--- config.mk ---
export PLATFORM = sky130hd
export DESIGN_NAME = veririsc_datapath
export DESIGN_NICKNAME = d
export VERILOG_FILES = /design/src/rtl/veririsc_datapath.sv
export SDC_FILE = /design/constraint.sdc
export NUM_CORES = 1
export LEC_CHECK = 0
export BUFFER_PORTS_ARGS = -buffer_cell sky130_fd_sc_hd__buf_2
export CAP_MARGIN = 25
export CORE_AREA = 2 2 59 61
export CTS_CLUSTER_SIZE = 14
export DETAILED_ROUTE_END_ITERATION = 8
export DIE_AREA = 0 0 61 63
export PLACE_DENSITY = 0.81
export SLEW_MARGIN = 15
export SYNTH_ARGS = -nofsm -noshare
export SYNTH_HDL_FRONTEND = slang
export SYNTH_SLANG_ARGS = --single-unit
--- constraint.sdc ---
create_clock -name clk -period 3.3 [get_ports clk]
set_input_delay 0.33 -clock clk [delete_from_list [all_inputs] [get_ports clk]]
set_output_delay 0.33 -clock clk [all_outputs]
set_load 0.05 [all_outputs]
--- src/rtl/veririsc_datapath.sv ---
// rtl/veririsc_datapath.sv - VeriRISC execution datapath and phase sequencer
//
// Holds the phase counter, instruction register, program counter,
// accumulator and ALU, and steers memory address and write data.
// The controller decodes the phase, opcode and zero outputs and answers
// with the nine strobes on the inputs.
//
// Ports:
//   clk, rst_               clock, asynchronous active-low reset
//   sel                     address source: 1 = PC, 0 = IR operand field
//   rd, wr                  memory read / write strobes, passed through
//   ld_ir, inc_pc, ld_pc    IR load, PC increment, PC load (ld_pc wins)
//   ld_ac                   AC load from the ALU result
//   data_e                  drive AC onto mem_wdata (else zero)
//   halt                    freeze phase, IR, PC and AC
//   mem_rdata               memory read data (ALU operand, IR source)
//   mem_addr, mem_wdata     memory address and write data
//   mem_rd, mem_wr          memory read / write enables
//   phase, opcode, zero     decode inputs for the controller
//   icount                  completed-instruction count (optional)
//
// Optional feature: define VERIRISC_DATAPATH_ICOUNT_EN to add the
// saturating 16-bit icount output.
//
// ADDR_WIDTH must equal DATA_WIDTH-3 so the IR operand field fills the
// address bus exactly.

module veririsc_datapath #(
    parameter int DATA_WIDTH = 8,
    parameter int ADDR_WIDTH = 5
) (
    input  logic                  clk,
    input  logic                  rst_,
    input  logic                  sel,
    input  logic                  rd,
    input  logic                  ld_ir,
    input  logic                  inc_pc,
    input  logic                  halt,
    input  logic                  ld_pc,
    input  logic                  data_e,
    input  logic                  ld_ac,
    input  logic                  wr,
    input  logic [DATA_WIDTH-1:0] mem_rdata,
    output logic [ADDR_WIDTH-1:0] mem_addr,
    output logic [DATA_WIDTH-1:0] mem_wdata,
    output logic                  mem_rd,
    output logic                  mem_wr,
    output logic [2:0]            phase,
    output logic [2:0]            opcode,
    output logic                  zero
`ifdef VERIRISC_DATAPATH_ICOUNT_EN
    ,
    output logic [15:0]           icount
`endif
);

    localparam logic [2:0] OP_ADD = 3'd2;
    localparam logic [2:0] OP_AND = 3'd3;
    localparam logic [2:0] OP_XOR = 3'd4;
    localparam logic [2:0] OP_LDA = 3'd5;

    logic [DATA_WIDTH-1:0] ir;
    logic [ADDR_WIDTH-1:0] pc;
    logic [DATA_WIDTH-1:0] ac;
    logic [DATA_WIDTH-1:0] alu_out;
    logic [ADDR_WIDTH-1:0] ir_addr;

    assign opcode  = ir[DATA_WIDTH-1 -: 3];
    assign ir_addr = ir[ADDR_WIDTH-1:0];

    // Combinational so the controller sees the new value in the same cycle
    // it decodes SKZ.
    assign zero = (ac == '0);

    assign mem_addr  = sel ? pc : ir_addr;
    assign mem_wdata = data_e ? ac : '0;
    assign mem_rd    = rd;
    assign mem_wr    = wr;

    // Opcodes without an arithmetic role pass AC through, so a stray ld_ac
    // on those leaves AC intact.
    always_comb begin
        alu_out = ac;
        case (opcode)
            OP_ADD:  alu_out = ac + mem_rdata;
            OP_AND:  alu_out = ac & mem_rdata;
            OP_XOR:  alu_out = ac ^ mem_rdata;
            OP_LDA:  alu_out = mem_rdata;
            default: alu_out = ac;
        endcase
    end

    always_ff @(posedge clk or negedge rst_) begin
        if (!rst_) begin
            phase <= 3'd0;
        end else if (!halt) begin
            phase <= phase + 3'd1;
        end
    end

    always_ff @(posedge clk or negedge rst_) begin
        if (!rst_) begin
            ir <= '0;
        end else if (!halt && ld_ir) begin
            ir <= mem_rdata;
        end
    end

    always_ff @(posedge clk or negedge rst_) begin
        if (!rst_) begin
            pc <= '0;
        end else if (!halt) begin
            if (ld_pc) begin
                pc <= ir_addr;
            end else if (inc_pc) begin
                pc <= pc + ADDR_WIDTH'(1);
            end
        end
    end

    always_ff @(posedge clk or negedge rst_) begin
        if (!rst_) begin
            ac <= '0;
        end else if (!halt && ld_ac) begin
            ac <= alu_out;
        end
    end

`ifdef VERIRISC_DATAPATH_ICOUNT_EN
    // An instruction completes on the edge that takes phase from 7 to 0.
    always_ff @(posedge clk or negedge rst_) begin
        if (!rst_) begin
            icount <= 16'd0;
        end else if (!halt && phase == 3'd7 && icount != 16'hFFFF) begin
            icount <= icount + 16'd1;
        end
    end
`endif

endmodule

# Word level (Yosys, flattened, before mapping)
# Cells that the tools add are included.
# totals
regBits,24
out_inout_bits,22
wordCells,27
# classes
n_addsub,3
n_eq_ne,4
muxes,5
n_bitwise,3
reduce_logical,8
# op_table
operator,count
$pmux W8 S4,1
$mux W5,3
$add A8 B8 Y8,1
$and A8 B8 Y8,1
$logic_not A8 Y1,1
$mux W8,1
$xor A8 B8 Y8,1
$eq A3 B2 Y1 const B,2
$eq A3 B3 Y1 const B,2
$add A5 B1 Y5 const B,1
$reduce_and A2 Y1,2
$reduce_bool A4 Y1,1
$add A3 B1 Y3 const B,1
$logic_and A1 B1 Y1,2
$reduce_bool A2 Y1,1
$logic_not A1 Y1,1
$not A1 Y1,1

# Longest topological paths before layout
# Gate-level depths: netlist of the first run.
# logic_depth
ltp_word,3
ltp_mapped,8
mapped_depth_nobuf,8

# Worst setup path before layout of the first run
# No wires, ideal clock.
# synth_timing
path_kind,flip-flop to output port
start,register ac[2]
end,output port zero
arrival_ns,1.558
required_time_ns,2.970
slack_ns,1.412
path_stages_with_launch,3
n_path_buf,0
path_cell_list,dfrtp_1 -> or4_1 -> nor2_1
# synth_between
elab_chain_len,1
# synth_rtl
item,line,text
start: declaration,64,logic [DATA_WIDTH-1:0] ac;
start signal: assignment,125,ac <= alu_out;
$logic_not A8 Y1,73,assign zero = (ac == '0);
end: declaration,50,output logic zero
# Every way passes these cells.

# Final worst setup path of the first run
# Same ends and word-level chain as after synthesis.

==> reports/metrics.yaml, run 1 <==
synth:
  synth_top_area_share_pct: 34.5
  async_flop_share_pct: 100
  synth_edf_count: 0
  ys_ff_latch: 24
  synthTopCellsByArea: "dfrtp_1 (35%), mux2_2 (11%), ha_1 (7.2%), o21ai_0 (4.0%), nand2_1 (3.2%)"
  synth_nets: 216
  yosys.area.top_type: "dfrtp_1"
  synth_cell_types: 43
  syn_inst: 186
  synth_ff_type: "dfrtp_1"
  ys_warn_count: 0
  synth_area_mm2: 0.00174
  ys_seq_area_share_pct: 34.5
  avgSynthCellArea_um2: 9.35
power_and_ir_drop:
  power.leakage_uw: 0.000910
  power_density_mw_per_mm2: 807
  power.total_uw: 1590
  ir_drop_mv: 0.347
cts:
  post-cts-setup-buffers: 0
  insertion_delay_ns: 0.33
  cts_hold_buf: 1
  cts_max_level: 1
  cts_buffers: 3
  clk_pin_slew_worst_paths_ns: 0.15
  root_buffer: "clkbuf_4"
  tritoncts: "done"
  cts_resized: 0
  clock_sinks: 24
  cts.path.max_buffers: 2
timing:
  setup_tns_ns: 0
  hold_viol_final: 0
  post-route-period-util_pct: 61.4
  worst_pin_slew_ns: 0.752
  fmax_mhz: 494
  slew_viol_final: 0
  slew-limit-headroom_pct: 49.8
  setup_slack_ns: 1.27
  rsz0062_at_grt: "false"
  fin_crit_ns: 2.03
  setup_viol: 0
  fin_skew_ns: 0.0110
floorplanning:
  core_mm2: 0.00323
  start_util_pct: 53.8
  dieArea_mm2: 0.00384
  io_pins: 41
  row_count: 21
  die_y_um: 63
  die_x_um: 61
placement:
  dp_hpwl_um: 2790
  portBuffers: 36
  dp.cells: 256
  place.gp.congestion: 0.865
  preCtsSetupSlack_ns: 1.39
  dpl-instance-area_mm2: 0.00191
worst_setup_path:
  arrival_ns: 1.70
  crit_path_top_delay_cell: "or4_1"
  cpPeakStageDelay_ns: 0.54
  path_max_fanout: 4
  path_cells: "or4_1 > nor2_1 > buf_2"
  start_kind: "register"
  critPathTopFamily: "simple AND/OR/NAND/NOR gates"
  crit_required_ns: 2.97
  critical_path_buf_inv_count: 1
  crit_type: "reg -> out"
  cp-end-kind: "output pin"
grt:
  grt_max_degree: 25
  grt_pass1_wl_um: 6500
  grt_pass1_vias: 1416
  antenna_found_initial: 0
  grt_overflow: 0
  grt_usage_pct: 22.0
cells_and_area:
  multiInputGateArea_mm2: 0.00105
  fillers: 281
  final_area_mm2: 0.00197
  syn_to_final_growth_pct: 13.2
  final_cells: 261
  diodes: 0
  drive_gt1_share_pct: 29.8
  nets: 246
  register_area_um2: 601
route:
  drc: 0
  drt-total-wl_um: 3800
  num_vias: 1499
  drtIter0Drc: 87
  vias_per_cell: 5.74
  antenna_left: 0
  avgRoutedWirePerCell_um: 14.6
  firstDrtPassIters: 4
outcome:
  status: "finished, final reports clean"
job:
  max_cap_viol_count: 0
min_path:
  hold_path_class: "in -> reg"
sequential cells by signal (all words and copies together) (netlist names):
register / flops
ac: 8
ir: 8
pc: 5
phase: 3
cell type report:
type,count,share of cell area [%]
Multi-Input combinational cell,146,53.5
Tap cell,46,2.92
Inverter,4,0.763
Clock inverter,1,1.53
Clock buffer,3,1.14
Timing Repair Buffer,37,9.66
Sequential cell,24,30.5
layer usage:
| metal | wire length, um | up-vias | global-route usage (%) | share of wire, % |
|---|---|---|---|---|
| met5 | 0 | - | 0 | 0 |
| met4 | 74 | 0 | 7.34 | 1.9 |
| met3 | 150 | 6 | 3.11 | 3.9 |
| met2 | 1790 | 38 | 32.9 | 47 |
| met1 | 1780 | 722 | 32.2 | 47 |
| li1 | - | 733 | - | - |
cell usage after synthesis (2+ instances only):
| cell | n |
|---|---|
| mux2i_1 | 5 |
| dfrtp_1 | 24 |
| o21ai_2 | 2 |
| o21ai_0 | 14 |
| nor3_1 | 4 |
| inv_1 | 4 |
| or2_2 | 2 |
| clkbuf_1 | 2 |
| ha_1 | 10 |
| nand4_1 | 4 |
| or4_1 | 2 |
| nand2b_1 | 2 |
| o221ai_1 | 3 |
| mux2_2 | 17 |
| and2_1 | 8 |
| xnor2_1 | 3 |
| nor2_1 | 13 |
| nand3b_1 | 3 |
| and3b_1 | 2 |
| a22oi_1 | 3 |
| buf_4 | 6 |
| nor2b_1 | 4 |
| nand2_1 | 15 |
| nand3_1 | 2 |
| buf_2 | 3 |
| o22ai_1 | 2 |
| a21oi_1 | 11 |
power by group:
group          internal, uW  switching [uW]
registers               386             105
clock network           123            97.5
logic                   333             544
total                   842             747
layout by cell type, fill, tap and decap left out, types with 2 or more instances in the layout:
| cell type | synthesis | layout |
|---|---|---|
| a21oi_1 | 11 | 11 |
| a22oi_1 | 3 | 3 |
| and2_1 | 8 | 8 |
| and3b_1 | 2 | 2 |
| buf_2 | 3 | 36 |
| clkbuf_4 | 0 | 3 |
| dfrtp_1 | 24 | 24 |
| ha_1 | 10 | 10 |
| inv_1 | 4 | 4 |
| mux2_2 | 17 | 17 |
| mux2i_1 | 5 | 5 |
| nand2_1 | 15 | 15 |
| nand2b_1 | 2 | 2 |
| nand3_1 | 2 | 2 |
| nand3b_1 | 3 | 3 |
| nand4_1 | 4 | 4 |
| nor2_1 | 13 | 13 |
| nor2b_1 | 4 | 4 |
| nor3_1 | 4 | 4 |
| o21ai_0 | 14 | 14 |
| o21ai_2 | 2 | 2 |
| o221ai_1 | 3 | 3 |
| o22ai_1 | 2 | 2 |
| or2_2 | 2 | 2 |
| or4_1 | 2 | 2 |
| xnor2_1 | 3 | 3 |
kinds of logic (layout without fill, tap and decap cells):
logic type                 after synthesis  count (layout)  synth area share (%)
buffers and inverters                   16              45                  4.96
DFF                                     24              24                  34.5
AOI/OAI and AO/OA                       48              48                  18.1
muxes                                   22              22                  13.9
xor gates and xnor gates                 4               4                  2.01
and+or+nand+nor                         61              61                  18.1
adders and majority gates               11              11                  8.35
path summary, 6_finish.rpt:
check,start,to,slack (ns),depth (start not counted)
worst max-delay path,ac[2],zero,1.27,3
worst min-delay path,mem_rdata[7],ir[7],0.25,2
worst max register to register,ac[0],ac[4],1.32,8
worst min register to register,phase[2],phase[2],0.48,1
max in group asynchronous,rst_,pc[1],2.43,2
min in group asynchronous,rst_,ac[3],0.49,2
per-stage QoR:
step | utilization, % | hold WS (ns)
after global routing | 60.9 | 0.254
after CTS | 60.9 | 0.258
after floorplan | - | 0.0344
after global placement | 59.0 | 0.343
final | 60.9 | 0.255
after detailed placement | 59.0 | 0.346
Power figures use the tool's default switching activity.
==> inputs of run 2 (changes only) <==
--- a/config.mk
+++ b/config.mk
@@ -7,11 +7,11 @@
 export LEC_CHECK = 0
 export BUFFER_PORTS_ARGS = -buffer_cell sky130_fd_sc_hd__buf_2
 export CAP_MARGIN = 25
-export CORE_AREA = 2 2 59 61
+export CORE_AREA = 2 2 64 66
 export CTS_CLUSTER_SIZE = 14
 export DETAILED_ROUTE_END_ITERATION = 8
-export DIE_AREA = 0 0 61 63
-export PLACE_DENSITY = 0.81
+export DIE_AREA = 0 0 66 68
+export PLACE_DENSITY = 0.73
 export SLEW_MARGIN = 15
 export SYNTH_ARGS = -nofsm -noshare
 export SYNTH_HDL_FRONTEND = slang
==> constraint.sdc (replaced) <==
create_clock -name clk -period 1.82 [get_ports clk]
set_input_delay 0.182 -clock clk [delete_from_list [all_inputs] [get_ports clk]]
set_output_delay 0.182 -clock clk [all_outputs]
set_load 0.05 [all_outputs]
==> run 2 against run 1 <==
  * Die area increased by 17%
  * Via count increased by 0.73%
  * Critical endpoint unchanged
  * Sequential power increased by 82%
  * Cell area increased by 6.4%
  * Hold slack got worse by 0.062 ns
==> reports/metrics.yaml, run 2 (synthesized netlist as in run 1, its figures left out) <==
power_and_ir_drop:
  power.leakage_uw: 0.000946  # +4.0%
  p_seq_share_pct: 28.9  # -2.1 points
  ir_drop_mv: 0.707  # +100%
  swShare_pct: 44.8  # -2.3 points
  p_sw_uw: 1380  # +85%
  pwr-share-comb_pct: 55.8  # +0.6 points
  p_int_uw: 1710  # +100%
  clockPowerShare_pct: 15.2  # +1.3 points
  power_density_mw_per_mm2: 1470  # +83%
timing:
  fmax_mhz: 569
  setup_slack_ns: 0.0635  # -1.21 ns
  post-route-period-util_pct: 96.5
  setup_tns_ns: 0  # unchanged
  worst_pin_slew_ns: 0.546  # -0.206 ns
  rsz0062_at_grt: "false"
  slew_viol_final: 0  # unchanged
  hold_viol_final: 0  # unchanged
  fin_crit_ns: 1.76
  worst_hold_slack_ns: 0.193  # -0.0618 ns
  fin_skew_ns: 0.00373  # -0.00723 ns
  setup_viol: 0  # unchanged
  slew-limit-headroom_pct: 63.6  # +14 points
cells_and_area:
  final_cell_mix: "buf_2 (35), dfrtp_1 (23), mux2_2 (17), nand2_1 (15), o21ai_0 (14)"
  syn_to_final_growth_pct: 20.4
  nets: 251  # +2.0%
  largestRegisters: "ac x8, ir x8, pc x5"
  finish.utilization_pct: 54.3  # -6.6 points
  final_common_cell: "buf_2"
  drive_gt1_share_pct: 35.9  # +6.1 points
  diodes: 0  # unchanged
  fillers: 363  # +29%
grt:
  grt_pass1_wl_um: 6080  # -6.5%
  grt_pass1_vias: 1327  # -6.3%
  antenna_found_initial: 0  # unchanged
  grt_overflow: 0  # unchanged
  grt_usage_pct: 17.4  # -4.6 points
  grt_max_degree: 25  # unchanged
worst_setup_path:
  start_kind: "register"
  path_max_fanout: 3  # -1
  r2r_setup_slack_ns: 0.10  # -1.22 ns
  path_cells: "buf_4 > or4_4 > nor2_2 > buf_6"
  path_depth: 4  # +1
  cpPeakStageDelay_ns: 0.48  # -0.06 ns
  critPathTopFamily: "simple AND/OR/NAND/NOR gates"
  worstReg2RegEnd: "ac[7]"
  arrival_ns: 1.57  # -0.13 ns
  cp-end-kind: "output pin"
  crit_type: "reg -> out"
  cp-endpoint: "zero"
  crit_start: "ac[0]"
  crit_path_top_delay_cell: "or4_4"
  ff2ff_path_depth: 6  # -2
  crit_required_ns: 1.64  # -1.33 ns
  critical_path.reg2reg.startpoint: "ac[1]"
  critical_path_buf_inv_count: 2  # +1
placement:
  preCtsSetupSlack_ns: 0.0192  # -1.37 ns
  portBuffers: 36  # unchanged
  place.gp.congestion: 0.840  # -2.9%
  dp_hpwl_um: 3000  # +7.5%
min_path:
  hold_path_class: "in -> reg"
floorplanning:
  die_y_um: 68  # +7.9%
  start_util_pct: 45.1  # -8.7 points
  row_count: 23  # +9.5%
  die_x_um: 66  # +8.2%
  core_mm2: 0.00386  # +19%
  dieArea_mm2: 0.00449  # +17%
  io_pins: 41  # unchanged
route:
  drc: 0  # unchanged
  drt-total-wl_um: 3890  # +2.5%
  drtIter0Drc: 32  # -63%
  vias_per_cell: 5.59  # -2.6%
  avgRoutedWirePerCell_um: 14.4  # -0.92%
  num_vias: 1510  # +0.73%
  antenna_left: 0  # unchanged
  firstDrtPassIters: 4  # unchanged
outcome:
  status: "finished, final reports clean"
cts:
  cts_max_level: 1  # unchanged
  post-cts-setup-buffers: 0  # unchanged
  cts.path.max_buffers: 2  # unchanged
  insertion_delay_ns: 0.27  # -0.06 ns
  clock_sinks: 24  # unchanged
  cts_buffers: 3  # unchanged
  root_buffer: "clkbuf_8"
  clk_pin_slew_worst_paths_ns: 0.09  # -0.06 ns
  tritoncts: "done"
job:
  max_cap_viol_count: 0  # unchanged
-- run 2: cell count changes in the layout (fill, tap and decap cells not counted), sizes merged --
cell  previous run  this run
buf             36        41
-- run 2: worst min path at each step --
stage	startpoint	to	cells after the start
after global placement	rst_	pc[3]	1
after CTS	mem_rdata[1]	ir[1]	2
final	mem_rdata[7]	ir[7]	2
after detailed placement	rst_	ir[7]	1
after global routing	mem_rdata[0]	ir[0]	2
after floorplan	rst_	ac[0]	0
-- run 2: repair_timing --
action                                  4_1_cts  5_1_grt
endpoints found under the setup margin        1        5
resized for setup                             1       13
hold buffers                                  1        0
endpoints found under the hold margin        24        0
-- run 2: power groups by stage --
stage	Sequential (uW)	Clock, uW	Combinational, uW
2_1_floorplan	952	0	1210
3_3_place_gp	880	0	1590
3_5_place_dp	886	0	1610
4_1_cts	874	480	1630
5_1_grt	921	501	1880
6_report	893	470	1720
-- run 2: layout make-up --
class                   instances  area, um^2  share of cell area, %
inverters                       4        15.0                  0.717
well taps                      50        62.6                   2.99
flip-flops and latches         24         602                   28.7
clock inverters                 1        30.0                   1.43
repair buffers                 42         234                   11.2
multi-input cells             146        1110                   53.0
clock buffers                   3        41.3                   1.97
-- run 2: stage by stage --
step                      instances  power (uW)  cell area [um^2]
after floorplan                 186        2160              1740
after global placement          265        2470              1950
after detailed placement        265        2500              1950
after CTS                       270        2980              2030
after global routing            270        3300              2090
final                           270        3090              2090
-- run 2: layer usage --
metal | GRT usage, % | share of wire (%)
met5 | 0 | 0
met4 | 7.40 | 1.7
met3 | 2.47 | 3.4
met2 | 30.7 | 50
met1 | 21.4 | 45
==> inputs of run 3 (changes only) <==
--- a/config.mk
+++ b/config.mk
@@ -7,11 +7,12 @@
 export LEC_CHECK = 0
 export BUFFER_PORTS_ARGS = -buffer_cell sky130_fd_sc_hd__buf_2
 export CAP_MARGIN = 25
-export CORE_AREA = 2 2 64 66
+export CORE_AREA = 10 10 72 74
 export CTS_CLUSTER_SIZE = 14
 export DETAILED_ROUTE_END_ITERATION = 8
-export DIE_AREA = 0 0 66 68
+export DIE_AREA = 0 0 82 84
 export PLACE_DENSITY = 0.73
+export RECOVER_POWER = 50
 export SLEW_MARGIN = 15
 export SYNTH_ARGS = -nofsm -noshare
 export SYNTH_HDL_FRONTEND = slang
==> run 3 against run 2 <==
  * Critical path depth unchanged
  * Power decreased by 0.70%
  * Sequential share of layout area decreased by 0.16 points
  * Routed wire length increased by 13%
  * Maximum frequency increased by 0.45%
  * Clock-buffer cell count increased by 1
  * Via count increased by 1.4%
  * Critical path type unchanged
==> reports/metrics.yaml, run 3 (synthesized netlist as in run 1, its figures left out) <==
timing:
  post-route-period-util_pct: 96.1  # -0.44 points
  worst_pin_slew_ns: 0.641  # +0.0949 ns
  slew-limit-headroom_pct: 57.3  # -6.3 points
  slew_viol_final: 0  # unchanged
  fin_crit_ns: 1.75  # -0.00796 ns
  setup_viol: 0  # unchanged
  hold_viol_final: 0  # unchanged
  fmax_mhz: 572  # +0.45%
  fin_skew_ns: 0.00412  # +0.000389 ns
route:
  routed-wl-met2_um: 2230  # +14%
  dr_wl_met3_um: 243  # +84%
  avgRoutedWirePerCell_um: 16.2  # +13%
  firstDrtPassIters: 4  # unchanged
  highest_layer: "met4"
  drt-total-wl_um: 4410  # +13%
  num_vias: 1531  # +1.4%
  drc: 0  # unchanged
  wl_met1_um: 1850  # +6.7%
  drtIter0Drc: 58  # +81%
  vias_per_cell: 5.63  # +0.65%
  antenna_left: 0  # unchanged
cts:
  root_buffer: "clkbuf_8"
  cts_buffers: 3  # unchanged
  clock_sinks: 24  # unchanged
  tritoncts: "done"
  insertion_delay_ns: 0.28  # about the same
  cts.path.max_buffers: 2  # unchanged
  clk_pin_slew_worst_paths_ns: 0.09  # about the same
  cts_max_level: 1  # unchanged
job:
  max_cap_viol_count: 0  # unchanged
worst_setup_path:
  critical_path.reg2reg.startpoint: "ac[0]"
  arrival_ns: 1.57  # about the same
  ff2ff_path_depth: 8  # +2
  worstReg2RegEnd: "ac[6]"
  r2r_setup_slack_ns: 0.09  # about the same
  crit_required_ns: 1.64  # about the same
  crit_type: "reg -> out"
  cp-end-kind: "output pin"
  start_kind: "register"
  path_max_fanout: 3  # unchanged
  crit_start: "ac[0]"
grt:
  grt_pass1_vias: 1527  # +15%
  grt_usage_pct: 13.2  # -4.2 points
  grt_pass1_wl_um: 7350  # +21%
  grt_overflow: 0  # unchanged
  grt_max_degree: 25  # unchanged
  antenna_found_initial: 0  # unchanged
floorplanning:
  io_pins: 41  # unchanged
  dieArea_mm2: 0.00689  # +53%
  die_y_um: 84  # +24%
  core_mm2: 0.00386  # unchanged
  start_util_pct: 45.1  # unchanged
  die_x_um: 82  # +24%
  row_count: 23  # unchanged
placement:
  place.gp.congestion: 0.866  # +3.1%
  dp.cells: 266  # +0.38%
  portBuffers: 36  # unchanged
  dpl-instance-area_mm2: 0.00196  # +0.39%
  dp_hpwl_um: 3310  # +11%
cells_and_area:
  nets: 253  # +0.80%
  largestRegisters: "ac x8, ir x8, pc x5"
  final_cells: 272  # +0.74%
  diodes: 0  # unchanged
  final_area_mm2: 0.00210  # +0.36%
  syn_to_final_growth_pct: 20.9
  final_cell_mix: "buf_2 (33), dfrtp_1 (24), mux2_2 (17), nand2_1 (15), o21ai_0 (13)"
  drive_gt1_share_pct: 35.6  # -0.32 points
  fillers: 359  # -1.1%
  final_common_cell: "buf_2"
min_path:
  min_path_cells: 2  # unchanged
  hold_path_class: "in -> reg"
  hp-start: "mem_rdata[6]"
  holdPathEnd: "ir[6]"
power_and_ir_drop:
  ir_drop_mv: 0.653  # -7.6%
  power_density_mw_per_mm2: 1460  # -1.1%
  power.leakage_uw: 0.000951  # +0.59%
outcome:
  status: "finished, final reports clean"
[run 3: routing by layer]
metal | up-vias | global-route usage (%)
met5 | - | 0
met4 | 0 | 6.50
met3 | 7 | 1.94
met2 | 32 | 21.1
met1 | 749 | 16.5
li1 | 743 | -
[run 3: repair_timing]
item	CTS	global route
hold buffers	1	0
gates resized for setup	2	11
pin swaps	0	3
setup endpoints to repair	1	5
setup buffers	0	1
endpoints found under the hold margin	24	0
[run 3: metrics by stage]
step | utilization, % | power (uW) | TNS [ns] | setup WS, ns | hold WS (ns)
final | 54.5 | 3060 | 0 | 0.0714 | 0.165
after global routing | 54.5 | 3300 | -0.0295 | -0.0207 | 0.184
after CTS | 52.6 | 2920 | 0 | 0.00169 | 0.165
after detailed placement | 50.7 | 2520 | 0 | 0.0819 | 0.213
after global placement | 50.7 | 2490 | 0 | 0.0996 | 0.204
after floorplan | - | 2160 | 0 | 0.0798 | -0.114
[run 3: where the power goes]
group          internal (uW)  switching, uW  leakage (uW)
Clock                    194            188     0.0000288
Combinational            740           1050      0.000634
Sequential               702            186      0.000289
Total                   1640           1430      0.000951
[run 3: worst max path at each step]
stage            end  cells after the start  slack (ns)
6_report        zero                      4        0.07
5_1_grt        ac[6]                      8       -0.02
4_1_cts         zero                      4       0.002
3_5_place_dp   ac[6]                      6        0.08
3_3_place_gp   ac[6]                      6         0.1
2_1_floorplan   zero                      2        0.08
[run 3: area by class of cell]
type                       instances  area, um^2  share of cell area (%)
clock buffer                       4        55.1                    2.62
multi-input combinational        146        1120                    53.3
tap                               50        62.6                    2.98
sequential                        24         601                    28.6
timing repair buffer              44         248                    11.8
inverter                           4        15.0                   0.714
[run 3: critical path: stages (launching register included)]
cell	delay, ns
dfrtp_1	0.39
buf_4	0.15
or4_4	0.48
nor2_2	0.10
buf_6	0.16
